===== src/rtl/l1_miss_tracker.sv =====
// l1_miss_tracker: tracks outstanding L1 line misses with merge, read-to-write promotion,
// round-robin request arbitration, fills with thread wakeups and registered snoop lookups.
module l1_miss_tracker #(
    parameter int NUM_ENTRIES = 4,
    parameter int NUM_WAITERS = 4,
    parameter int ADDR_WIDTH = 26,
    localparam int EW = $clog2(NUM_ENTRIES),
    localparam int WW = NUM_WAITERS > 1 ? $clog2(NUM_WAITERS) : 1
) (
    input  logic                  clk,
    input  logic                  reset,
    input  logic                  miss_valid,
    output logic                  miss_ready,
    input  logic [ADDR_WIDTH-1:0] miss_addr,
    input  logic                  miss_store,
    input  logic [WW-1:0]         miss_waiter_idx,
    input  logic                  snoop_en,
    input  logic [ADDR_WIDTH-1:0] snoop_addr,
    output logic                  snoop_hit,
    output logic [EW-1:0]         snoop_entry,
    output logic [1:0]            snoop_state,
    input  logic                  fill_en,
    input  logic [EW-1:0]         fill_entry,
    output logic [NUM_WAITERS-1:0] wake_oh,
    output logic                  request_valid,
    output logic [ADDR_WIDTH-1:0] request_addr,
    output logic                  request_store,
    output logic [EW-1:0]         request_entry,
    input  logic                  request_ack,
    output logic [EW:0]           occupancy
);
    typedef enum logic [1:0] {READ_PENDING, READ_SENT, WRITE_PENDING, WRITE_SENT} state_t;
    logic                   r_valid [NUM_ENTRIES];
    logic [ADDR_WIDTH-1:0]  r_addr [NUM_ENTRIES];
    state_t                 r_state [NUM_ENTRIES];
    logic [NUM_WAITERS-1:0] r_waiters [NUM_ENTRIES];
    logic [NUM_WAITERS-1:0] r_store_waiters [NUM_ENTRIES];
    logic                   r_upgrade [NUM_ENTRIES];
    logic [EW-1:0]          r_rr;
    logic [NUM_WAITERS-1:0] r_wake;
    logic [EW:0]            r_occ;
    logic                   r_snoop_hit;
    logic [EW-1:0]          r_snoop_entry;
    logic [1:0]             r_snoop_state;
    logic [NUM_ENTRIES-1:0] w_hit;
    logic [NUM_ENTRIES-1:0] w_pend;
    logic [NUM_WAITERS-1:0] w_onehot;
    logic [NUM_WAITERS-1:0] w_waiting;
    logic [EW-1:0]          w_free_idx;
    logic [EW-1:0]          w_gnt;
    logic w_collide, w_any_free, w_found, w_accept, w_alloc, w_ack, w_fill_free;
    // The entry under fill is excluded from the compare so a new miss to its line allocates afresh.
    always_comb begin
        w_hit = '0;
        w_pend = '0;
        w_waiting = '0;
        w_any_free = 1'b0;
        w_free_idx = '0;
        w_found = 1'b0;
        w_gnt = '0;
        w_onehot = NUM_WAITERS'(1) << miss_waiter_idx;
        for (int i = NUM_ENTRIES - 1; i >= 0; i--) begin
            w_hit[i] = r_valid[i] && r_addr[i] == miss_addr && !(fill_en && fill_entry == EW'(i));
            w_pend[i] = r_valid[i] && (r_state[i] == READ_PENDING || r_state[i] == WRITE_PENDING);
            w_waiting = w_waiting | (r_valid[i] ? r_waiters[i] & w_onehot : '0);
            w_any_free = w_any_free || !r_valid[i];
            w_free_idx = !r_valid[i] ? EW'(i) : w_free_idx;
        end
        for (int k = NUM_ENTRIES - 1; k >= 0; k--) begin
            if (w_pend[(int'(r_rr) + k) % NUM_ENTRIES]) begin
                w_found = 1'b1;
                w_gnt = EW'((int'(r_rr) + k) % NUM_ENTRIES);
            end
        end
        w_collide = |w_hit;
    end
    assign miss_ready = w_collide || w_any_free;
    assign w_accept = miss_valid && miss_ready;
    assign w_alloc = w_accept && !w_collide;
    assign w_ack = request_ack && w_found;
    assign w_fill_free = fill_en && !r_upgrade[fill_entry];
    assign request_valid = w_found;
    assign request_addr = w_found ? r_addr[w_gnt] : '0;
    assign request_store = w_found && r_state[w_gnt] == WRITE_PENDING;
    assign request_entry = w_found ? w_gnt : '0;
    assign wake_oh = r_wake;
    assign occupancy = r_occ;
    assign snoop_hit = r_snoop_hit;
    assign snoop_entry = r_snoop_entry;
    assign snoop_state = r_snoop_state;
    always_ff @(posedge clk) begin
        if (reset) begin
            for (int i = 0; i < NUM_ENTRIES; i++) begin
                r_valid[i] <= 1'b0;
                r_addr[i] <= '0;
                r_state[i] <= READ_PENDING;
                r_waiters[i] <= '0;
                r_store_waiters[i] <= '0;
                r_upgrade[i] <= 1'b0;
            end
            r_rr <= '0;
            r_wake <= '0;
            r_occ <= '0;
            r_snoop_hit <= 1'b0;
            r_snoop_entry <= '0;
            r_snoop_state <= '0;
        end else begin
            r_wake <= !fill_en ? '0 : r_upgrade[fill_entry] ? r_waiters[fill_entry] & ~r_store_waiters[fill_entry] : r_waiters[fill_entry];
            r_occ <= r_occ + (EW + 1)'(w_alloc) - (EW + 1)'(w_fill_free);
            if (w_ack) r_rr <= EW'((int'(w_gnt) + 1) % NUM_ENTRIES);
            r_snoop_hit <= 1'b0;
            r_snoop_entry <= '0;
            r_snoop_state <= '0;
            for (int i = 0; i < NUM_ENTRIES; i++) begin
                if (snoop_en && r_valid[i] && r_addr[i] == snoop_addr) begin
                    r_snoop_hit <= 1'b1;
                    r_snoop_entry <= EW'(i);
                    r_snoop_state <= r_state[i];
                end
                if (fill_en && fill_entry == EW'(i)) begin
                    if (r_upgrade[i]) begin
                        r_state[i] <= WRITE_PENDING;
                        r_waiters[i] <= r_store_waiters[i];
                        r_upgrade[i] <= 1'b0;
                    end else r_valid[i] <= 1'b0;
                end else if (w_alloc && w_free_idx == EW'(i)) begin
                    r_valid[i] <= 1'b1;
                    r_addr[i] <= miss_addr;
                    r_state[i] <= miss_store ? WRITE_PENDING : READ_PENDING;
                    r_waiters[i] <= w_onehot;
                    r_store_waiters[i] <= miss_store ? w_onehot : '0;
                    r_upgrade[i] <= 1'b0;
                end else begin
                    if (w_ack && w_gnt == EW'(i)) r_state[i] <= r_state[i] == READ_PENDING ? READ_SENT : WRITE_SENT;
                    if (w_accept && w_hit[i]) begin
                        r_waiters[i] <= r_waiters[i] | w_onehot;
                        if (miss_store) r_store_waiters[i] <= r_store_waiters[i] | w_onehot;
                        // A store arriving after (or with) the read going out needs a second, write request.
                        if (miss_store && !(w_ack && w_gnt == EW'(i)) && r_state[i] == READ_PENDING) r_state[i] <= WRITE_PENDING;
                        if (miss_store && ((w_ack && w_gnt == EW'(i)) || r_state[i] == READ_SENT)) r_upgrade[i] <= 1'b1;
                    end
                end
            end
        end
    end
    always_ff @(posedge clk) begin
        if (!reset) begin
            assert ($onehot0(w_hit));
            assert (!(w_accept && |w_waiting));
            assert (!fill_en || (r_valid[fill_entry] && (r_state[fill_entry] == READ_SENT || r_state[fill_entry] == WRITE_SENT)));
        end
    end
endmodule


===== config.mk =====
export PLATFORM = sky130hd
export DESIGN_NAME = l1_miss_tracker
export DESIGN_NICKNAME = d
export VERILOG_FILES = /design/src/rtl/l1_miss_tracker.sv
export SDC_FILE = /design/constraint.sdc
export NUM_CORES = 1
export LEC_CHECK = 0
export CAP_MARGIN = 30
export CORE_UTILIZATION = 30
export CTS_CLUSTER_DIAMETER = 120
export DETAILED_ROUTE_END_ITERATION = 16
export PLACE_DENSITY_LB_ADDON = 0.25
export SETUP_SLACK_MARGIN = 0.5
export SLEW_MARGIN = 20
export SYNTH_ARGS = -nofsm -noshare
export SYNTH_HDL_FRONTEND = slang
export SYNTH_SLANG_ARGS = --single-unit
export TNS_END_PERCENT = 1

===== constraint.sdc =====
create_clock -name clk -period 3.6 [get_ports clk]
set_clock_uncertainty 0.1 [all_clocks]
set_input_delay 0.72 -clock clk [delete_from_list [all_inputs] [get_ports clk]]
set_output_delay 0.72 -clock clk [all_outputs]
set_load 0.05 [all_outputs]

---- After elaboration in Yosys (flattened, before gate mapping) ----
Memories as Yosys holds them, arrays and structs flattened.
Cells that the tools add are included.
Widths: inputs -> output; s select.
cells by class
  reduce and logical (&&, ||, !) cells .... 91
  bitwise gates (word level) .............. 74
  add/subtract/negate cells ............... 6
  multiplexer cells ....................... 262
  eq/ne operators ......................... 26
  shifts and indexed selects .............. 1
  magnitude comparators ................... 4
operators by type and width
  operator             number
  $eq 26x26->1         8
  $mux 1               195
  $mux 26              5
  $mux 4               22
  $mux 2               36
  $or 1x1->1           60
  $logic_and 1x1->1    53
  $or 4x4->4           8
  $eq 2x2->1 const B   11
  $eq 2x1->1 const B   7
  $logic_not 1->1      14
  $logic_not 2->1      7
  $logic_or 1x1->1     12
  $lt 3x4->1 const B   3
  $bmux 1 s2           4
  $reduce_or 2->1      4
  $add 2x1->2 const B  2
  $add 2x2->2 const B  2
  $and 4x4->4          1
  $not 4->4            1
  $reduce_or 4->1      1
  $shl 1x2->4 const A  1
  $add 3x1->3          1
  $and 1x1->1 const A  3
  other kinds (3)      3
storage, ports and cells
  input bits .............................. 63
  output and inout port bits .............. 43
  memories ................................ 6
  bits in writable memories ............... 152
  word-level logic and storage cells ...... 476
  bits in registers ....................... 14
memories
  memory           depth  bits a word  rd ports  clocked after memory_dff  write ports  RTL line  source
  r_addr           4      26           5         0                         4            34        logic [ADDR_WIDTH-1:0] r_addr [NUM_ENTRIES];
  r_store_waiters  4      4            5         0                         4            37        logic [NUM_WAITERS-1:0] r_store_waiters [NUM_ENTRIES];
  r_waiters        4      4            5         0                         4            36        logic [NUM_WAITERS-1:0] r_waiters [NUM_ENTRIES];
  r_state          4      2            5         0                         4            35        state_t r_state [NUM_ENTRIES];
  r_upgrade        4      1            5         0                         4            38        logic r_upgrade [NUM_ENTRIES];
  r_valid          4      1            4         0                         4            33        logic r_valid [NUM_ENTRIES];

---- Logic depth before layout (Yosys ltp) ----
An unclocked memory read counts as a cell.
  depth in word-level cells ............... 23
  depth in mapped cells ................... 17
  depth with buffers taken out ............ 14

---- Least setup slack after synthesis ----
No wires, ideal clock.
  path kind ............................... input to register
  from .................................... input port fill_entry[0]
  to ...................................... register r_occ[2], in the netlist occupancy[2]
  cell stages on the path ................. 17
  slack ................................... -8 ps
  path buffers ............................ 3
  data required time ...................... 3372 ps
  library setup time ...................... 128 ps
  data arrival time ....................... 3380 ps
  cell sequence ........................... buf_2 or3b_4 nand4_1 nor4_1 nand4_1 and4_1 buf_6 clkbuf_1 nand3_1 ha_1 inv_1 ha_1 inv_1 fa_1 xor2_1 xnor2_1 nor2_1
between the ends
  word-level cells in the longest chain between the ends .. 10
  elaborated cells on any way between the ends .. 26
  classes of those cells .................. add/sub (2); eq/ne (3); reduce/logical (20); memory (1)
RTL lines
  what                                      RTL line  source
  from (decl)                               23        input logic [EW-1:0] fill_entry,
  $eq 2x1->1, or another cell as far along  63        w_hit[i] = r_valid[i] && r_addr[i] == miss_addr && !(fill_en && fill_entry == EW'(i));
  $logic_and 1x1->1                         63
  $logic_not 1->1                           63
  $logic_and 1x1->1                         63
  $reduce_or 4->1                           75        w_collide = |w_hit;
  $logic_or 1x1->1                          77        assign miss_ready = w_collide || w_any_free;
  $logic_and 1x1->1                         78        assign w_accept = miss_valid && miss_ready;
  $logic_and 1x1->1                         79        assign w_alloc = w_accept && !w_collide;
  $add 3x1->3                               109       r_occ <= r_occ + (EW + 1)'(w_alloc) - (EW + 1)'(w_fill_free);
  $sub 3x1->3 (*)                           109
  to (signal assigned)                      109
  to (decl)                                 41        logic [EW:0] r_occ;
Every way passes the cells marked *; elsewhere a longest branch is shown, timed or not.
A chain may end at the register's enable or synchronous reset.

==> results.md <==
* DP Wirelength at 37.7 mm
* CP Buf/Inv Count at 4
* Gate Count Post-Synth at 1120
* Final Max Slew Viols at 0
* Slew HR at 41.2%
* First-pass GRT wire length at 70.8 mm
* Rows at 70
* Hold crit path type: flop to flop
* CP peak stage delay at 510 ps
* CTS sink cnt at 166
* Synth area leaders: edfxtp_1, xnor2_1, and3_1
* CTS tree: done
* EDFF count, synth at 152
* GP Congestion at 0.990
* Most used cell along the critical path: buf_12
* Count leader, synth: edfxtp_1
* Critical-path top delay cell: edfxtp_1
* Final #Nets at 1494
* Total global routing overflow at 0
* Share of cells above drive strength 1 at 31.4%
* Clock Root Buffer: clkbuf_16
* P per Cell Area at 407 nW/um^2
* Placed cell count at 1872
* Synth warnings at 0
* Vias at 10400
* Chip Height at 196 microns
* Clk_lat worst skew at 460 ps
* WL per Instance at 25.1 microns
* I/O Pins at 106
* Full die area at 38600 sq um
* Post-synthesis register bit count at 166
* Crit path max-delay family: simple AND/OR/NAND/NOR gates
* Synth cell count leaders: edfxtp_1, xnor2_1, and3_1
* Fin util at 44.6%
* Clk buf depth at 2
* Cell Area, Synth at 11300 sq um
* Placed Area at 14700 sq um
* GRT Total Usage at 25.8%
* Critical Path RT at 2780 ps
* Via/cell ratio at 5.34
* Design area at 16400 sq um
* Setup TNS at 0 ps
* # setup viols final at 0
* DR iter-0 viols at 1106
* Critical setup path kind: flop to primary output
* Hold_buf cts at 0
* Dominant cell type by area after synthesis: edfxtp_1
* H-tree Lvls at 4
* Area Overhead vs Synth at 45.0%
* Max Freq at 0.293 GHz
* Status: finished, final reports clean
* IO Port Bufs at 105
* Leak at 6.71 nW
* WL met1 at 22.7 mm
* DRC viols at 0
* Yosys top cell area share at 40.3%
* Worst vdd ir at 330 uV
* Maxcap violations at 0
* Worst Max-Slew Pin Slew at 881 ps
* Post-synthesis cell type count at 64
* Total core area at 36900 sq um
* Fin. Hold Viols at 0
* Post-synth ARST share at 0%
* RSZ-0062 raised after global routing: true
* Sequential fraction of the synthesis area at 42.8%
* Non-filler cells, final at 1946
* Max layer used: met4
* Net Count, Synth at 1186
* Starting density of the core at 30.7%
* WL final at 48.8 mm
* Number of CTS-inserted buffers at 17
* Crit. End Element: primary output
* Number of global-route vias before repair at 10100
* Cells along the critical path: nand2b_4 -> nor3b_2 -> o22a_4 -> buf_12 -> buf_12 -> buf_16 -> mux2i_1 -> nand2_1 -> and3_4 -> buf_12
* Critical Path Fanout Max at 8
* Die Width at 196 microns
* Final Power at 6.69 mW
* Number of antenna violations at the first check in global routing at 2
* Top_reg_cell synth: edfxtp_1
* Crit path launch type: flop
* Router iterations before antenna repair at 5
* Clk slew on worst S/H paths at 70 ps
* Largest net degree at the start of global routing at 101
* Met2 WL at 21.2 mm
* Syn avg cell area at 10.1 sq um
* Met3 routed WL at 3.76 mm
* Crit path time final at 3410 ps
* Crit share post-route at 94.7%
* Routed Antenna Nets at 0
* Worst endpoint data arrival time at 2590 ps
layout make-up:
class / count / area (sq um)
repair buffers: 374 / 3600
fillers: 3446 / 20400
flip-flops and latches: 166 / 4840
clock inverters: 7 / 120
well taps: 504 / 631
inverters: 17 / 68.8
multi-input cells: 852 / 6680
clock buffers: 25 / 485
diodes: 1 / 2.50
state kept, by name, indices dropped and copies added (netlist names):
| name | flops |
|---|---|
| r_upgrade | 4 |
| r_store_waiters | 16 |
| snoop_state | 2 |
| r_addr | 104 |
| occupancy | 3 |
| r_valid | 4 |
| r_waiters | 16 |
| r_rr | 2 |
| snoop_hit | 1 |
| r_state | 8 |
| snoop_entry | 2 |
| wake_oh | 4 |
worst paths after layout:
path	startpoint	end	slack [ps]	cells past startpoint
min reg2reg	r_rr[0]$_SDFFE_PP0N_	r_rr[0]$_SDFFE_PP0N_	450	2
max	r_state[2][0]$_SDFFCE_PP0P_	request_addr[1]	190	10
min	r_rr[0]$_SDFFE_PP0N_	r_rr[0]$_SDFFE_PP0N_	450	2
max reg2reg	r_addr[0][13]$_SDFFCE_PP0P_	occupancy[2]$_SDFF_PP0_	280	16
worst reg2reg max path, delay by kind of cell, from the launching register on:
| family | cells | cell delay, ps |
|---|---|---|
| xor+xnor | 3 | 560 |
| fa+ha+maj | 3 | 710 |
| simple gates | 6 | 970 |
| flops | 1 | 470 |
| buf+inv | 4 | 390 |
routing by layer:
layer | up-vias | global-route usage (%)
li1 | 4713 | -
met1 | 5182 | 37.5
met2 | 442 | 38.3
met3 | 56 | 5.12
met4 | 0 | 7.96
met5 | - | 0
cell usage in the layout, fill, tap and decap left out, types with 14 or more instances in the layout:
master             n
nor3_1            17
nor4_1            22
edfxtp_1         152
nand4_1           58
nor2_1            44
xnor2_2           22
xnor2_1          104
and3_1           112
mux2i_1           53
buf_12            37
buf_6             26
and3_4            21
nand3_1           19
a21oi_1           28
xor2_1            73
inv_1             15
nand2_1           94
clkbuf_16         17
buf_4            230
dfxtp_1           14
clkdlybuf4s50_1   45
where the power goes:
group / switching [mW] / internal [mW] / total [mW]
registers: 0.171 / 2.24 / 2.41
clock network: 0.810 / 1.15 / 1.96
logic: 1.23 / 1.10 / 2.33
total: 2.21 / 4.49 / 6.69
metrics by stage:
| step | setup slack [ps] | hold slack, ps |
|---|---|---|
| finish | 189 | 446 |
| detailed placement | -577 | 439 |
| global placement | -634 | 430 |
| floorplan | 230 | 405 |
| CTS | 198 | 451 |
| global route | 140 | 506 |
repair_timing:
action	4_1_cts	5_1_grt
endpoints found under the setup margin	321	260
setup buffers	31	6
pin swaps	27	33
gates cloned	4	0
resized for setup	126	69
logic make-up after synthesis:
group | share of synthesized area (%)
compound gates | 5.00
xor+xnor | 16.5
fa+ha+maj | 0.397
buf+inv | 4.15
flops | 42.8
mux | 6.75
simple gates | 24.4
Power figures use the tool's default switching activity.
